[src/rtl/uart_pkg.sv]
// uart_pkg: shared types and defaults for the UART receive path.
// Contents: rx_state_t receiver FSM states, DEFAULT_CLKS_PER_BIT (12 MHz / 115200).
package uart_pkg;
    typedef enum logic [2:0] {IDLE, START, DATA, PARITY, STOP} rx_state_t;
    localparam int DEFAULT_CLKS_PER_BIT = 104;
endpackage

[src/rtl/sync_2ff.sv]
// sync_2ff: two-flop synchronizer for asynchronous inputs (rx, rts, ...).
// Ports: clk, rst (sync, active-high, loads RST_VAL), d (async in), q (synchronized out).
module sync_2ff #(
    parameter int               WIDTH   = 1,
    parameter logic [WIDTH-1:0] RST_VAL = '0
) (
    input  logic             clk,
    input  logic             rst,
    input  logic [WIDTH-1:0] d,
    output logic [WIDTH-1:0] q
);
    logic [WIDTH-1:0] meta_q, meta_d, sync_q, sync_d;
    always_comb begin
        meta_d = d;
        sync_d = meta_q;
    end
    always_ff @(posedge clk) begin
        if (rst) begin
            meta_q <= RST_VAL;
            sync_q <= RST_VAL;
        end else begin
            meta_q <= meta_d;
            sync_q <= sync_d;
        end
    end
    assign q = sync_q;
endmodule

[src/rtl/uart_rx_axis.sv]
// uart_rx_axis: UART receiver (8N1, optional even parity) with an AXI-Stream byte output.
// Ports: clk, rst (sync, active-high), rx (async serial, idle high),
//        m_axis_tdata/m_axis_tvalid/m_axis_tready (one-deep registered output),
//        frame_err, overrun_err (one-cycle pulses), parity_err (only with UART_RX_PARITY_EN).
// Build option: define UART_RX_PARITY_EN to add an even-parity bit and the parity_err port.
module uart_rx_axis
    import uart_pkg::*;
#(
    parameter int CLKS_PER_BIT = DEFAULT_CLKS_PER_BIT,
    parameter int DATA_WIDTH   = 8
) (
    input  logic                  clk,
    input  logic                  rst,
    input  logic                  rx,
    output logic [DATA_WIDTH-1:0] m_axis_tdata,
    output logic                  m_axis_tvalid,
    input  logic                  m_axis_tready,
    output logic                  frame_err,
    output logic                  overrun_err
`ifdef UART_RX_PARITY_EN
    ,
    output logic                  parity_err
`endif
);
    localparam int BW = $clog2(CLKS_PER_BIT);
    localparam int CW = $clog2(DATA_WIDTH) + 1;
    localparam logic [BW-1:0] FULL = BW'(CLKS_PER_BIT - 1);
    localparam logic [BW-1:0] HALF = BW'(CLKS_PER_BIT / 2 - 1);
    localparam logic [CW-1:0] LAST = CW'(DATA_WIDTH - 1);
`ifdef UART_RX_PARITY_EN
    localparam rx_state_t AFTER_DATA = PARITY;
`else
    localparam rx_state_t AFTER_DATA = STOP;
`endif

    logic                  rx_s;
    rx_state_t             state_q, state_d;
    logic [BW-1:0]         baud_q, baud_d;
    logic [CW-1:0]         bit_q, bit_d;
    logic [DATA_WIDTH-1:0] shift_q, shift_d;
    logic [DATA_WIDTH-1:0] tdata_q, tdata_d;
    logic                  tvalid_q, tvalid_d;
    logic                  ferr_q, ferr_d;
    logic                  oerr_q, oerr_d;
    logic                  par_ok;
    logic                  baud_tick;

    sync_2ff #(.WIDTH(1), .RST_VAL(1'b1)) u_sync (
        .clk (clk),
        .rst (rst),
        .d   (rx),
        .q   (rx_s)
    );

`ifdef UART_RX_PARITY_EN
    logic par_ok_q, par_ok_d;
    logic perr_q, perr_d;
    assign par_ok     = par_ok_q;
    assign parity_err = perr_q;
`else
    assign par_ok = 1'b1;
`endif

    assign baud_tick = baud_q == FULL;

    always_comb begin
        state_d  = state_q;
        baud_d   = baud_q + BW'(1);
        bit_d    = bit_q;
        shift_d  = shift_q;
        tdata_d  = tdata_q;
        // A held byte is released by the handshake; a stop-bit load below overrides this.
        tvalid_d = tvalid_q && !m_axis_tready;
        ferr_d   = 1'b0;
        oerr_d   = 1'b0;
`ifdef UART_RX_PARITY_EN
        par_ok_d = par_ok_q;
        perr_d   = 1'b0;
`endif
        case (state_q)
            IDLE: begin
                baud_d = '0;
                if (!rx_s) state_d = START;
            end
            START: begin
                if (baud_q == HALF) begin
                    baud_d  = '0;
                    bit_d   = '0;
                    state_d = rx_s ? IDLE : DATA;
                end
            end
            DATA: begin
                if (baud_tick) begin
                    baud_d  = '0;
                    shift_d = {rx_s, shift_q[DATA_WIDTH-1:1]};
                    bit_d   = bit_q + CW'(1);
                    if (bit_q == LAST) state_d = AFTER_DATA;
                end
            end
`ifdef UART_RX_PARITY_EN
            PARITY: begin
                if (baud_tick) begin
                    baud_d   = '0;
                    par_ok_d = ~^{rx_s, shift_q};
                    state_d  = STOP;
                end
            end
`endif
            STOP: begin
                if (baud_tick) begin
                    baud_d  = '0;
                    state_d = IDLE;
                    ferr_d  = !rx_s;
`ifdef UART_RX_PARITY_EN
                    perr_d  = !par_ok_q;
`endif
                    if (rx_s && par_ok) begin
                        if (tvalid_q && !m_axis_tready) begin
                            oerr_d = 1'b1;
                        end else begin
                            tvalid_d = 1'b1;
                            tdata_d  = shift_q;
                        end
                    end
                end
            end
            default: begin
                baud_d  = '0;
                state_d = IDLE;
            end
        endcase
    end

    always_ff @(posedge clk) begin
        if (rst) begin
            state_q  <= IDLE;
            baud_q   <= '0;
            bit_q    <= '0;
            shift_q  <= '0;
            tdata_q  <= '0;
            tvalid_q <= 1'b0;
            ferr_q   <= 1'b0;
            oerr_q   <= 1'b0;
`ifdef UART_RX_PARITY_EN
            par_ok_q <= 1'b0;
            perr_q   <= 1'b0;
`endif
        end else begin
            state_q  <= state_d;
            baud_q   <= baud_d;
            bit_q    <= bit_d;
            shift_q  <= shift_d;
            tdata_q  <= tdata_d;
            tvalid_q <= tvalid_d;
            ferr_q   <= ferr_d;
            oerr_q   <= oerr_d;
`ifdef UART_RX_PARITY_EN
            par_ok_q <= par_ok_d;
            perr_q   <= perr_d;
`endif
        end
    end

    assign m_axis_tdata  = tdata_q;
    assign m_axis_tvalid = tvalid_q;
    assign frame_err     = ferr_q;
    assign overrun_err   = oerr_q;
endmodule

[config.mk]
export PLATFORM = sky130hd
export DESIGN_NAME = uart_rx_axis
export DESIGN_NICKNAME = d
export VERILOG_FILES = /design/src/rtl/uart_pkg.sv /design/src/rtl/sync_2ff.sv /design/src/rtl/uart_rx_axis.sv
export SDC_FILE = /design/constraint.sdc
export NUM_CORES = 1
export LEC_CHECK = 0
export CELL_PAD_IN_SITES_DETAIL_PLACEMENT = 1
export CELL_PAD_IN_SITES_GLOBAL_PLACEMENT = 1
export CORE_MARGIN = 4
export CORE_UTILIZATION = 45
export DETAILED_ROUTE_END_ITERATION = 10
export GPL_ROUTABILITY_DRIVEN = 0
export HOLD_SLACK_MARGIN = 0.05
export PLACE_DENSITY = 0.81
export RECOVER_POWER = 25
export REMOVE_ABC_BUFFERS = 1
export SLEW_MARGIN = 15
export SYNTH_ARGS = -nofsm -noshare
export SYNTH_HDL_FRONTEND = slang
export SYNTH_SLANG_ARGS = --single-unit
[constraint.sdc]
create_clock -name clk -period 2.8 [get_ports clk]
set_input_delay 0.28 -clock clk [delete_from_list [all_inputs] [get_ports clk]]
set_output_delay 0.28 -clock clk [all_outputs]
set_load 0.05 [all_outputs]
==> results of run 1 <==
[cell usage in the layout, fill, tap and decap left out, drive strengths merged, types with 5 or more instances in the layout]
cell type and n:
o21ai 13, nand3 13, nand2b 7, clkdlybuf4s50 9
dfxtp 35, mux2i 9, a21oi 17, nand2 5
dlygate4sd3 5, nor2 14, clkbuf 6
[worst paths after layout]
check / slack [ns] / from / to / depth (start not counted)
worst max-delay path: 0.61 / rst / baud_q[1] / 5
worst min-delay path: 0.43 / u_sync.meta_q / u_sync.q / 1
worst max register to register: 0.78 / baud_q[0] / shift_q[6] / 5
worst min register to register: 0.43 / u_sync.meta_q / u_sync.q / 1
[worst max-delay path, delay by kind of cell]
kind | cells | cell delay [ns]
and+or+nand+nor | 2 | 0.48
buffers and inverters | 2 | 1.52
AOI/OAI and AO/OA | 1 | 0.11
[per-layer routing]
| metal | share of wire | track usage | vias up |
|---|---|---|---|
| li1 | - | - | 612 |
| met1 | 0.45 | 0.226 | 591 |
| met3 | 0.040 | 0.0530 | 7 |
| met2 | 0.50 | 0.306 | 20 |
| met4 | 0.015 | 0.0699 | 0 |
| met5 | 0 | 0 | - |
[power groups by stage]
stage	logic (mW)	registers, mW	clock network, mW
after floorplan	0.00634	0.514	0
final	0.0190	0.503	0.261
after global routing	0.0212	0.504	0.300
after CTS	0.0198	0.503	0.271
after detailed placement	0.0198	0.515	0
after global placement	0.0185	0.514	0
[state kept, by name, indices dropped and copies added, names as in the netlist]
name,flops
u_sync.meta_q,1
state_q,3
bit_q,4
m_axis_tvalid,1
baud_q,7
overrun_err,1
frame_err,1
u_sync.q,1
m_axis_tdata,8
shift_q,8
[layout make-up]
cell class	instances	share of cell area
inverters	1	0.00218
clock buffers	5	0.0218
multi-input cells	119	0.445
well taps	44	0.0320
repair buffers	15	0.0836
flip-flops and latches	35	0.407
clock inverters	3	0.00872
[kinds of logic after synthesis]
kind of cell | Yosys count
compound gates | 36
mux | 9
flops | 35
simple gates | 67
xor+xnor | 5
buf+inv | 7
fa+ha+maj | 2
[per-stage QoR]
step	hold slack (ns)	utilization	cells
global placement	0.391	0.539	214
floorplan	0.349	-	155
CTS	0.434	0.556	222
global route	0.473	0.555	222
detailed placement	0.404	0.539	214
finish	0.430	0.555	222
==> results.toml, run 1 <==
[grt]
grt_pass1_vias = 1292
overflow = 0
grt_pass1_wl_mm = 6.15
antenna_found_initial = 0
grt_util_all_layers = 0.185
grt_max_degree = 21

[cts]
cts-resized-gates = 0
cts_setup_buffers = 0
clock_sinks = 35
clockBufferDepth = 2
h-tree-depth = 2
clkTransAtPathRegs_ns = 0.10
cts_tree = "done"
clock-root-buffer = "clkbuf_4"
cts_hold_buf = 0
insertion_delay_ns = 0.34
cts_buffers = 5

[setup_path]
max_stage_delay_ns = 0.83
crit_type = "in -> reg"
cp-end-kind = "flip-flop"
crit_arrival_ns = 2.39
critical_path.cell_chain = "dlygate4sd3_1 -> clkbuf_1 -> nor2_1 -> nand2_1 -> a21boi_0"
critPathMaxFanout = 20
crit_slowest_cell = "dlygate4sd3_1"
cp.required_ns = 3.00
startpoint_type = "input port"

[power]
ir_drop_mv = 0.300
p_leak_nw = 0.602
p_switching_uw = 183
p_total_uw = 784
p_clk_frac = 0.333
pwr-share-seq = 0.642
switching_share = 0.233
p_int_uw = 601
p_per_area_nw_per_um2 = 455
combPwrFrac = 0.024

[floorplan]
start_util = 0.481
ios = 15
fp.dieW_um = 65.6
core_um2 = 3100
die_h_um = 65.6
die_area_um2 = 4300
rows = 20

[place]
dpl_cell_area_um2 = 1670
port_buffers = 14
dp_hpwl_mm = 2.57
post-place-ws_ns = 0.780

[synthesis]
synth_top_area_frac = 0.469
synth_area_leaders = "dfxtp_1 47%, mux2i_1 6.0%, a21oi_1 5.7%"
synth_cells = 161
synth_warnings = 0
synthXorXnorAreaFrac = 0.0293
synth-async-reset-ratio = 0
synth_ff_type = "dfxtp_1"
synth_top_family_by_area = "simple AND/OR/NAND/NOR gates"
synthMuxAreaShare = 0.0604
netlist_area_um2 = 1490
synth_seq_cells = 35
synth_fa_ha_area_frac = 0.0168
synth_area_leader_cell = "dfxtp_1"
syn_avg_cell_area_um2 = 9.27
synth_edf_count = 0
synth-simple-area-share = 0.275
ys_types = 37
yosys-top-cells-count = "35 x dfxtp_1, 17 x a21oi_1, 14 x nor2_1"
yosysMostFrequentCell = "dfxtp_1"
synth_compound_area_frac = 0.132
ys_seq_area_frac = 0.469

[sta]
timing.fmax_ghz = 0.456
hold_violations = 0
setup_tns_ns = 0
period_minus_slack_ns = 2.19
drv_slew = 0
setup_viol = 0
tightest_slew_ns = 0.840
rsz0062_at_grt = "no"
setup_slack_ns = 0.607
final.period_utilization = 0.783
relSlewSlack = 0.440
skew_ns = 0.0103

[min_path]
hp-class = "reg -> reg"

[route]
vias_per_cell = 5.54
drc = 0
drtAntennaViolNets = 0
drt-pass1-iter-count = 4
wl_per_cell_um = 15.5
vias = 1230
drtIter0Drc = 51
drt-total-wl_mm = 3.44

[finish]
final_nets = 183
drive_gt1_frac = 0.0787
syn2layout_area_growth_pct = 15.3
nFillCells = 384
final_cell_area_um2 = 1720
seq_area_um2 = 701
multiInputGateArea_um2 = 766
diodes = 0

[outcome]
status = "complete, no violations"

[job]
drv_cap = 0
(Power assumes the default switching activity.)
==> inputs of run 2 (changes only) <==
- CORE_UTILIZATION: 45 -> 42
- PLACE_DENSITY: 0.81 -> 0.77
- clock period: 2.8 -> 2.3 ns (I/O delays scaled with it)
==> results.toml, run 2 (synthesis results as in run 1) <==
[outcome]
status = "complete, no violations"

[cts]
clock_sinks = 35
insertion_delay_ns = 0.34
clockBufferDepth = 2
clkTransAtPathRegs_ns = 0.11
cts_hold_buf = 0
cts-resized-gates = 0
h-tree-depth = 2
cts_buffers = 5
clock-root-buffer = "clkbuf_4"
cts_tree = "done"
cts_setup_buffers = 0

[power]
p_per_area_nw_per_um2 = 556
p_leak_nw = 0.604
ir_drop_mv = 0.327

[floorplan]
ios = 15
die_h_um = 67.6
fp.dieW_um = 67.6
rows = 21
start_util = 0.440
die_area_um2 = 4570
core_um2 = 3390

[setup_path]
crit_arrival_ns = 2.21
crit_type = "reg -> reg"
cp.required_ns = 2.49
crit_slowest_cell = "nand4_1"
cp-end-kind = "flip-flop"
critPathMaxFanout = 10
max_stage_delay_ns = 0.41
startpoint_type = "flip-flop"
critical_path.cell_chain = "ha_1 -> and4b_1 -> nand4_1 -> o21ai_0 -> a21oi_1"

[sta]
setup_slack_ns = 0.286
skew_ns = 0.0131
hold_violations = 0
relSlewSlack = 0.468
timing.fmax_ghz = 0.496
final.period_utilization = 0.876
period_minus_slack_ns = 2.01
drv_slew = 0
hold_ws_ns = 0.425
tightest_slew_ns = 0.798
setup_tns_ns = 0
setup_viol = 0
rsz0062_at_grt = "no"

[route]
met1_length_mm = 1.69
drt-pass1-iter-count = 4
vias_per_cell = 5.49
drtAntennaViolNets = 0
route.met3.wl_um = 102
dr_wl_met2_mm = 1.70
drt-total-wl_mm = 3.53
drc = 0
wl_per_cell_um = 15.7
highest_layer = "met4"
drtIter0Drc = 36
vias = 1235

[finish]
diodes = 0
syn2layout_area_growth_pct = 16.1
final_common_cell = "dfxtp_1"
multiInputGateArea_um2 = 766
seq_area_um2 = 701
final_cell_mix = "35 x dfxtp_1, 17 x a21oi_1, 14 x nor2_1"
drive_gt1_frac = 0.0838
post-route-util = 0.511
final_nets = 184
nFillCells = 400
final_cell_area_um2 = 1730

[place]
dp_hpwl_mm = 2.61
post-place-ws_ns = 0.386
dpl_cell_area_um2 = 1680
port_buffers = 14

[grt]
grt_max_degree = 21
grt_pass1_wl_mm = 5.88
grt_pass1_vias = 1246
overflow = 0
grt_util_all_layers = 0.174
antenna_found_initial = 0

[job]
drv_cap = 0

[min_path]
hp-class = "reg -> reg"
-- run 2: per-stage QoR --
stage | power (mW) | instances
floorplan | 0.633 | 155
global route | 1.00 | 225
global placement | 0.649 | 217
CTS | 0.972 | 225
detailed placement | 0.650 | 217
finish | 0.963 | 225
-- run 2: layer usage --
metal  up-vias  global-route usage
met5         -                   0
met4         0              0.0582
met3         6              0.0549
met2        12               0.278
met1       603               0.220
li1        614                   -
-- run 2: final cells by class --
cell class / count / area share
multi-input cells: 119 / 0.442
clock inverters: 2 / 0.00722
clock buffers: 6 / 0.0238
inverters: 1 / 0.00217
repair buffers: 16 / 0.0874
well taps: 46 / 0.0332
flip-flops and latches: 35 / 0.404
-- run 2: power by group --
part | switching, mW | internal [mW] | leakage [nW] | total, mW
combinational | 0.0133 | 0.00917 | 0.294 | 0.0225
clock | 0.210 | 0.118 | 0.0282 | 0.328
sequential | 0.00375 | 0.609 | 0.282 | 0.613
-- run 2: worst paths after layout --
kind	start	endpoint	slack, ns	cells past startpoint
min	u_sync.meta_q	u_sync.q	0.43	1
max reg2reg	baud_q[0]	m_axis_tdata[7]	0.29	5
max	baud_q[0]	m_axis_tdata[7]	0.29	5
min reg2reg	u_sync.meta_q	u_sync.q	0.43	1
-- run 2: critical path, delay by kind of cell (launching register included) --
family / cells / cell delay (ns)
AOI/OAI and AO/OA: 2 / 0.45
DFF: 1 / 0.38
adders and majority gates: 1 / 0.32
and+or+nand+nor: 2 / 0.71
